==> config.mk <==
export PLATFORM = sky130hd
export DESIGN_NAME = move_gen_mem_arbiter
export DESIGN_NICKNAME = d
export VERILOG_FILES = /design/src/rtl/chess_bus_pkg.sv /design/src/rtl/move_gen_mem_arbiter_rr_picker.sv /design/src/rtl/move_gen_mem_arbiter.sv
export SDC_FILE = /design/constraint.sdc
export NUM_CORES = 1
export LEC_CHECK = 0
export CAP_MARGIN = 10
export CORE_AREA = 5 5 157 159
export CTS_BUF_LIST = sky130_fd_sc_hd__clkbuf_4 sky130_fd_sc_hd__clkbuf_8 sky130_fd_sc_hd__clkbuf_16
export DETAILED_ROUTE_END_ITERATION = 16
export DIE_AREA = 0 0 162 164
export SETUP_SLACK_MARGIN = 0.02
export SKIP_LAST_GASP = 1
export SYNTH_ARGS = -nofsm -noshare
export SYNTH_HDL_FRONTEND = slang
export SYNTH_SLANG_ARGS = --single-unit
==> constraint.sdc <==
create_clock -name clk -period 2.98 [get_ports clk]
set_input_delay 0.596 -clock clk [delete_from_list [all_inputs] [get_ports clk]]
set_output_delay 0.596 -clock clk [all_outputs]
set_load 0.03 [all_outputs]
==> src/rtl/chess_bus_pkg.sv <==
// chess_bus_pkg: shared bus widths, arbiter state encoding and index-width helper
// for the move-generator memory arbiter.
package chess_bus_pkg;
   localparam int ADDR_W = 32;
   localparam int DATA_W = 32;
   typedef enum logic [1:0] {ARB_IDLE, ARB_GRANT, ARB_DRAIN} arb_state_t;
   function automatic int idx_w(input int n);
      return (n > 1) ? $clog2(n) : 1;
   endfunction
endpackage

==> src/rtl/move_gen_mem_arbiter_rr_picker.sv <==
// rr_picker: combinational round-robin choice of the first request after i_last, wrapping.
module rr_picker
   import chess_bus_pkg::*;
#(
   parameter int N_REQ = 4
) (
   input  logic [N_REQ-1:0]        i_req,
   input  logic [idx_w(N_REQ)-1:0] i_last,
   output logic                    o_valid,
   output logic [idx_w(N_REQ)-1:0] o_idx
);
   localparam int IW = idx_w(N_REQ);
   logic [IW-1:0] w_j;
   // Scan from the farthest candidate down so the nearest request after i_last wins.
   always_comb begin
      o_idx = i_last;
      w_j = '0;
      for (int k = N_REQ; k >= 1; k--) begin
         w_j = IW'((int'(i_last) + k) % N_REQ);
         if (i_req[w_j]) o_idx = w_j;
      end
   end
   assign o_valid = |i_req;
endmodule

==> src/rtl/move_gen_mem_arbiter.sv <==
// move_gen_mem_arbiter: round-robin sharing of one SDRAM Avalon-MM master among N_REQ engines.
// Define MOVE_GEN_ARB_LOCK_EN to let req_lock hold the grant across owner idle gaps.
module move_gen_mem_arbiter
   import chess_bus_pkg::*;
#(
   parameter int N_REQ           = 4,
   parameter int MAX_OUTSTANDING = 4
) (
   input  logic                    clk,
   input  logic                    rst_n,
   input  logic [N_REQ*ADDR_W-1:0] req_address,
   input  logic [N_REQ-1:0]        req_read,
   input  logic [N_REQ-1:0]        req_write,
   input  logic [N_REQ*DATA_W-1:0] req_writedata,
   input  logic [N_REQ-1:0]        req_lock,
   output logic [N_REQ-1:0]        req_waitrequest,
   output logic [DATA_W-1:0]       req_readdata,
   output logic [N_REQ-1:0]        req_readdatavalid,
   input  logic                    master_waitrequest,
   output logic [ADDR_W-1:0]       master_address,
   output logic                    master_read,
   input  logic [DATA_W-1:0]       master_readdata,
   input  logic                    master_readdatavalid,
   output logic                    master_write,
   output logic [DATA_W-1:0]       master_writedata
);
   localparam int IW = idx_w(N_REQ);
   localparam int CW = $clog2(MAX_OUTSTANDING + 1);

   arb_state_t        r_state, w_state_next;
   logic [IW-1:0]     r_owner, r_last, w_pick;
   logic [CW-1:0]     r_count, w_count_next;
   logic              w_pick_valid, w_grant, w_full, w_inc, w_dec, w_lock;
   logic [N_REQ-1:0]  w_active;
   logic [ADDR_W-1:0] w_addr  [N_REQ];
   logic [DATA_W-1:0] w_wdata [N_REQ];

   for (genvar g = 0; g < N_REQ; g++) begin : g_slice
      assign w_addr[g]  = req_address[ADDR_W*g +: ADDR_W];
      assign w_wdata[g] = req_writedata[DATA_W*g +: DATA_W];
   end

   assign w_active = req_read | req_write;

   rr_picker #(.N_REQ(N_REQ)) u_picker (
      .i_req   (w_active),
      .i_last  (r_last),
      .o_valid (w_pick_valid),
      .o_idx   (w_pick)
   );

`ifdef MOVE_GEN_ARB_LOCK_EN
   assign w_lock = req_lock[r_owner];
`else
   logic w_unused_lock;
   assign w_unused_lock = ^req_lock;
   assign w_lock = 1'b0;
`endif

   assign w_grant = (r_state == ARB_GRANT);
   // A return in the same cycle frees a slot, so the owner may issue one more read.
   assign w_full  = (r_count == CW'(MAX_OUTSTANDING)) & ~master_readdatavalid;
   assign w_inc   = master_read & ~master_waitrequest;
   assign w_dec   = master_readdatavalid;
   assign w_count_next = (w_inc & ~w_dec) ? r_count + 1'b1 :
                         (~w_inc & w_dec & (r_count != '0)) ? r_count - 1'b1 : r_count;
   assign req_readdata = master_readdata;

   always_comb begin
      master_address             = w_grant ? w_addr[r_owner] : '0;
      master_writedata           = w_grant ? w_wdata[r_owner] : '0;
      master_read                = w_grant & req_read[r_owner] & ~w_full;
      master_write               = w_grant & req_write[r_owner];
      req_waitrequest            = '1;
      req_waitrequest[r_owner]   = ~w_grant | master_waitrequest | w_full;
      req_readdatavalid          = '0;
      req_readdatavalid[r_owner] = (r_state != ARB_IDLE) & master_readdatavalid;
   end

   always_comb begin
      w_state_next = r_state;
      case (r_state)
         ARB_IDLE:  if (w_pick_valid) w_state_next = ARB_GRANT;
         ARB_GRANT: if (!w_active[r_owner] && !w_lock)
                       w_state_next = (w_count_next == '0) ? ARB_IDLE : ARB_DRAIN;
         ARB_DRAIN: if (w_count_next == '0) w_state_next = ARB_IDLE;
         default:   w_state_next = ARB_IDLE;
      endcase
   end

   always_ff @(posedge clk or negedge rst_n) begin
      if (!rst_n) begin
         r_state <= ARB_IDLE;
         r_owner <= '0;
         r_last  <= IW'(N_REQ - 1);
         r_count <= '0;
      end else begin
         r_state <= w_state_next;
         r_count <= w_count_next;
         if (r_state == ARB_IDLE && w_pick_valid) begin
            r_owner <= w_pick;
            r_last  <= w_pick;
         end
      end
   end
endmodule

Word level (Yosys, flattened, before mapping)

Index checks and enable logic that the tools add are counted.

Register bits: 9
Input port bits: 304

Add/sub/neg operators: 6
Magnitude comparators: 7
Eq/ne operators: 6
Muxes and demuxes: 35
Bitwise operators: 21
Reduce and logical (&&, ||, !) cells: 8

Operator list:

| operator                                                                      | count |
|---|---|
| 32-bit two-way mux                                                            | 6 |
| 32-bit binary-select mux with 2-bit select                                    | 2 |
| 2-bit two-way mux                                                             | 8 |
| 2-bit by 3-bit less-than comparator with 1-bit output (second input constant) | 5 |
| 1-bit binary-select mux with 2-bit select                                     | 7 |
| 1-bit bitwise AND                                                             | 9 |
| 1-bit two-way mux                                                             | 8 |
| 4-bit bitwise OR                                                              | 2 |
| 3-bit two-way mux                                                             | 2 |
| 2-bit inequality test (second input constant)                                 | 3 |
| 2-bit case mux with 3 select lines                                            | 1 |
| 1-bit NOT                                                                     | 5 |
| 2-bit by 1-bit adder with 2-bit output (second input constant)                | 2 |
| 2-bit adder (second input constant)                                           | 2 |
| 4-bit bitwise AND                                                             | 1 |
| 4-bit NOT                                                                     | 1 |
| 4-bit OR reduction                                                            | 1 |
| 3-bit by 1-bit adder with 3-bit output (second input constant)                | 1 |
| 3-bit == test (second input constant)                                         | 1 |
| 3-bit >= comparator (second input constant)                                   | 1 |
| 3-bit zero test                                                               | 1 |
| 2-bit NOT with 3-bit output                                                   | 1 |
| 3-bit AND reduction                                                           | 1 |
| 3-bit nonzero test                                                            | 1 |
| other kinds (9)                                                               | 11 |

Logic depth before layout (Yosys ltp)

Word-level depth: 14
Gate-level depth with buffers: 7

Cells and area by module

From an unflattened synthesis, not the netlist that was laid out.

Cell total of the unflattened synthesis: 281
Area, all modules: 3059.2 um2

By module, submodules not included:

| module               | instances | cells each | area an instance (um2) | seq. area each (um2) |
|---|---|---|---|---|
| move_gen_mem_arbiter | 1         | 267        | 2986.6                 | 227.7 |
| rr_picker            | 1         | 14         | 72.6                   | 0.0 |

Least setup slack after synthesis

No wires, ideal clock.

Kind: register -> output
From: reg r_owner[0]
To: out master_address[0]
Data arrival time: 1.830 ns
Required time: 2.384 ns
Slack: 0.554 ns
Stages on the path, launching flop included: 5
Path buffers: 2
Path through: dfrtp_1 buf_1 buf_2 mux4_2 and2_1

Word-level cells in the longest chain between the ends: 5

RTL lines:

| element                                                | RTL line                    | RTL |
|---|---|---|
| from (decl)                                            | move_gen_mem_arbiter.sv:31  | `logic [IW-1:0] r_owner, r_last, w_pick;` |
| from (signal assigned)                                 | move_gen_mem_arbiter.sv:101 | `r_owner <= w_pick;` |
| 2-bit NOT with 3-bit output (implied by the code)      | move_gen_mem_arbiter.sv:70  | `master_address = w_grant ? w_addr[r_owner] : '0;` |
| 32-bit binary-select mux with 2-bit select             | move_gen_mem_arbiter.sv:70  |  |
| 32-bit two-way mux (implied by the code) (2 in series) | move_gen_mem_arbiter.sv:70  |  |
| 32-bit two-way mux                                     | move_gen_mem_arbiter.sv:70  |  |
| to (decl)                                              | move_gen_mem_arbiter.sv:20  | `output logic [ADDR_W-1:0] master_address,` |

Every way passes these cells. The select of a mux whose other input is x is not followed.

Worst setup path after layout

From: reg r_owner[0]
To: out master_address[29]

The elaborated chain is that of the path after synthesis.

==> results by group <==
Run status
  – Status: completed

Final layout
  – Nets: 881
  – Layout cell share with drive strength beyond 1: 17.6%
  – Most common cell after layout, fill and taps aside: clkdlybuf4s50_1
  – Diode count: 0
  – Reg area: 235 sq um
  – Fill cell count: 2397
  – Final std cells w/o fill: 863
  – Multi-input gate area: 0.00238 sq mm
  – Area grow syn2layout: 124%
  – Most frequent cells in the layout: 329 x clkdlybuf4s50_1, 66 x mux4_2, 66 x and2_1

STA
  – Max-slew violations: 0
  – Post-layout minimum cycle time: 2.90 ns
  – Endpoints failing setup: 0
  – Unrepaired setup endpoints after global routing: yes
  – Worst-margin pin slew: 0.464 ns
  – Slew headroom: 68.8%
  – Highest clock rate: 0.345 GHz
  – Final WS setup: 0.0824 ns
  – Fin crit share: 97.2%
  – Final hold vios: 0
  – Hold slack: 0.532 ns
  – Clk_skew: 0.00131 ns

Yosys
  – Sequential fraction of the synthesis area: 7.69%
  – Yosys synthesis warning count: 0
  – Mapped cell area: 0.00296 sq mm
  – Distinct cells, synth: 45
  – Number of synthesized flops with an enable pin: 0
  – Post-Syn Area per Cell: 10.8 sq um
  – Most used DFF post-synth: dfrtp_1
  – Synth Instances: 274
  – Post-Syn Nets: 581
  – Post-synthesis register bit count: 9
  – Post-synth ARST share: 100%

Power and ir drop
  – Clock share of power: 4.7%
  – Total power: 5.15 mW
  – P per Cell Area: 776 mW/mm^2
  – Sw power: 2.41 mW
  – Logic pwr share: 89.2%
  – Sequential power share: 6.1%
  – Int Power: 2.74 mW
  – Peak supply drop: 0.352 mV
  – Sw Share: 46.8%
  – LEAKAGE: 2.37 nW

Route
  – Antenna Nets Post-Route: 0
  – Iteration-0 DRC count of the detailed router: 157
  – Detailed Routing Iterations Pass 1: 4
  – Routed vias/inst: 4.07
  – WL/cell: 18.9 um
  – Routed via count: 3509
  – DR DRC count: 0
  – Overall routed net length: 16.3 mm

Setup path
  – Crit. Startpoint: r_owner[0]
  – Worst reg2reg path depth: 6
  – Crit Path Max Fanout: 35
  – CP Depth: 4
  – Setup CP Type: reg2out
  – Critical Path, Cell by Cell: buf_12, mux4_2, and2_1, clkdlybuf4s50_1
  – R2r endpoint: r_state[1]
  – R2R setup slack: 0.62 ns
  – WP data arrival: 2.30 ns
  – Nature of the critical path endpoint: output pin
  – Slowest stage delay, CP: 0.59 ns
  – FF-to-FF Start: r_owner[0]
  – Worst Setup Start Kind: flip-flop
  – Crit path to: master_address[29]
  – Worst EP required: 2.38 ns
  – Crit path max-delay family: buffers and inverters
  – Buf/Inv on CP: 2
  – CP max-delay cell: clkdlybuf4s50_1

Placed design
  – GPL Wtd Cong: 0.826
  – DP Wirelength: 13.8 mm
  – Dpl cells: 858
  – IO buf count: 341
  – Worst slack at placement: 0.0686 ns

Flow run
  – Max-cap violations: 0

Clock tree
  – Worst-path clk slew: 0.04 ns
  – Post-CTS Setup Bufs: 0
  – H-tree levels: 1
  – CTS Buffer Depth: 2
  – CTS tree: yes
  – Sink Count: 9
  – Clk root buf: clkbuf_16
  – Clk_lat worst skew: 0.23 ns
  – Num CTS Buffers: 3
  – Cts hold-fix bufs: 0

Floorplan
  – Die ar.: 0.0266 sq mm
  – FP Rows: 56
  – Initial core utilization: 12.8%
  – Die Ht: 164 um
  – IO Pins: 410
  – Core footprint: 0.0231 sq mm
  – DIE WIDTH: 162 um

Global routing
  – Tot GR Track Use: 11.1%
  – Initial antenna violation count: 1
  – Largest net degree at the start of global routing: 69
  – Vias in the first global route: 3700
  – First-pass GRT wire length: 22.9 mm
  – Grt ovf: 0

Worst hold path
  – Hold Path Class: reg2reg
  – Hold Startpoint: r_count[0]
[synth_stat cells (4+ instances only)]
master    instances  area (sq um)
nor2_1           11          41.3
mux4_2           66          1490
buf_4            32           240
inv_1             5          18.8
nand2_1           7          26.3
buf_1             5          18.8
a21oi_1           4          20.0
buf_2             6          30.0
and2_1           66           413
dfrtp_1           7           175
clkbuf_1         13          48.8
[per-stage QoR]
| stage | instance area [sq um] | setup TNS [ns] | utilization (%) |
|---|---|---|---|
| final | 6640 | 0 | 28.7 |
| after global routing | 6640 | -0.0204 | 28.7 |
| after CTS | 6620 | 0 | 28.6 |
| after detailed placement | 6530 | 0 | 28.2 |
| after global placement | 6530 | 0 | 28.2 |
| after floorplan | 2960 | 0 | - |
[worst reg2reg max path, stage by stage (launching register included)]
cell       delay (ns)
dfrtp_4          0.52
clkbuf_16        0.23
mux4_2           0.43
nand3_2          0.14
or3_1            0.34
o211a_2          0.15
o41a_1           0.41
[registers in the layout (all words and copies together), names as in the netlist]
register / cells
r_count: 3
r_owner: 2
r_state: 2
r_last: 2
[routing by layer]
metal / share of wire (%) / vias to the layer above / track usage [%]
met4: 0.24 / 0 / 0.769
li1: - / 1623 / -
met2: 50 / 192 / 19.7
met1: 42 / 1686 / 14.2
met5: 0 / - / 0
met3: 8.2 / 8 / 2.86
[kinds of logic after synthesis]
group	count (synthesis)	share of synthesized area (%)
AO/OA/AOI/OAI	22	5.33
XOR/XNOR	3	0.888
adder cells (fa/ha/maj)	3	1.27
buffers and inverters	61	12.0
flip-flops	9	7.69
multiplexers	69	51.3
AND/OR/NAND/NOR	107	21.5
[worst min-delay path by stage]
| stage | slack [ns] | to | depth (start not counted) |
|---|---|---|---|
| after global routing | 0.55 | r_count[0] | 1 |
| after global placement | 0.52 | r_count[0] | 1 |
| after CTS | 0.53 | r_count[0] | 1 |
| final | 0.53 | r_count[0] | 1 |
| after floorplan | 0.30 | r_count[0] | 0 |
| after detailed placement | 0.52 | r_count[0] | 1 |
[what timing repair did]
| item | in CTS | in global routing |
|---|---|---|
| cloned | 0 | 1 |
| endpoints found under the setup margin | 3 | 27 |
| resized for setup | 2 | 0 |
[area by class of cell]
type / instances / share of cell area [%]
Multi-Input combinational cell: 204 / 35.9
Timing Repair Buffer: 351 / 53.6
Inverter: 5 / 0.283
Tap cell: 290 / 5.46
Sequential cell: 9 / 3.54
Clock buffer: 4 / 1.24
[power by group through the flow]
| stage | Sequential [mW] | Combinational [mW] | Clock (mW) |
|---|---|---|---|
| floorplan | 0.251 | 2.96 | 0 |
| global placement | 0.307 | 4.62 | 0 |
| detailed placement | 0.308 | 4.63 | 0 |
| CTS | 0.309 | 4.65 | 0.246 |
| global route | 0.330 | 4.91 | 0.252 |
| finish | 0.316 | 4.60 | 0.240 |
Note: power is estimated with default switching activity, not from simulation.
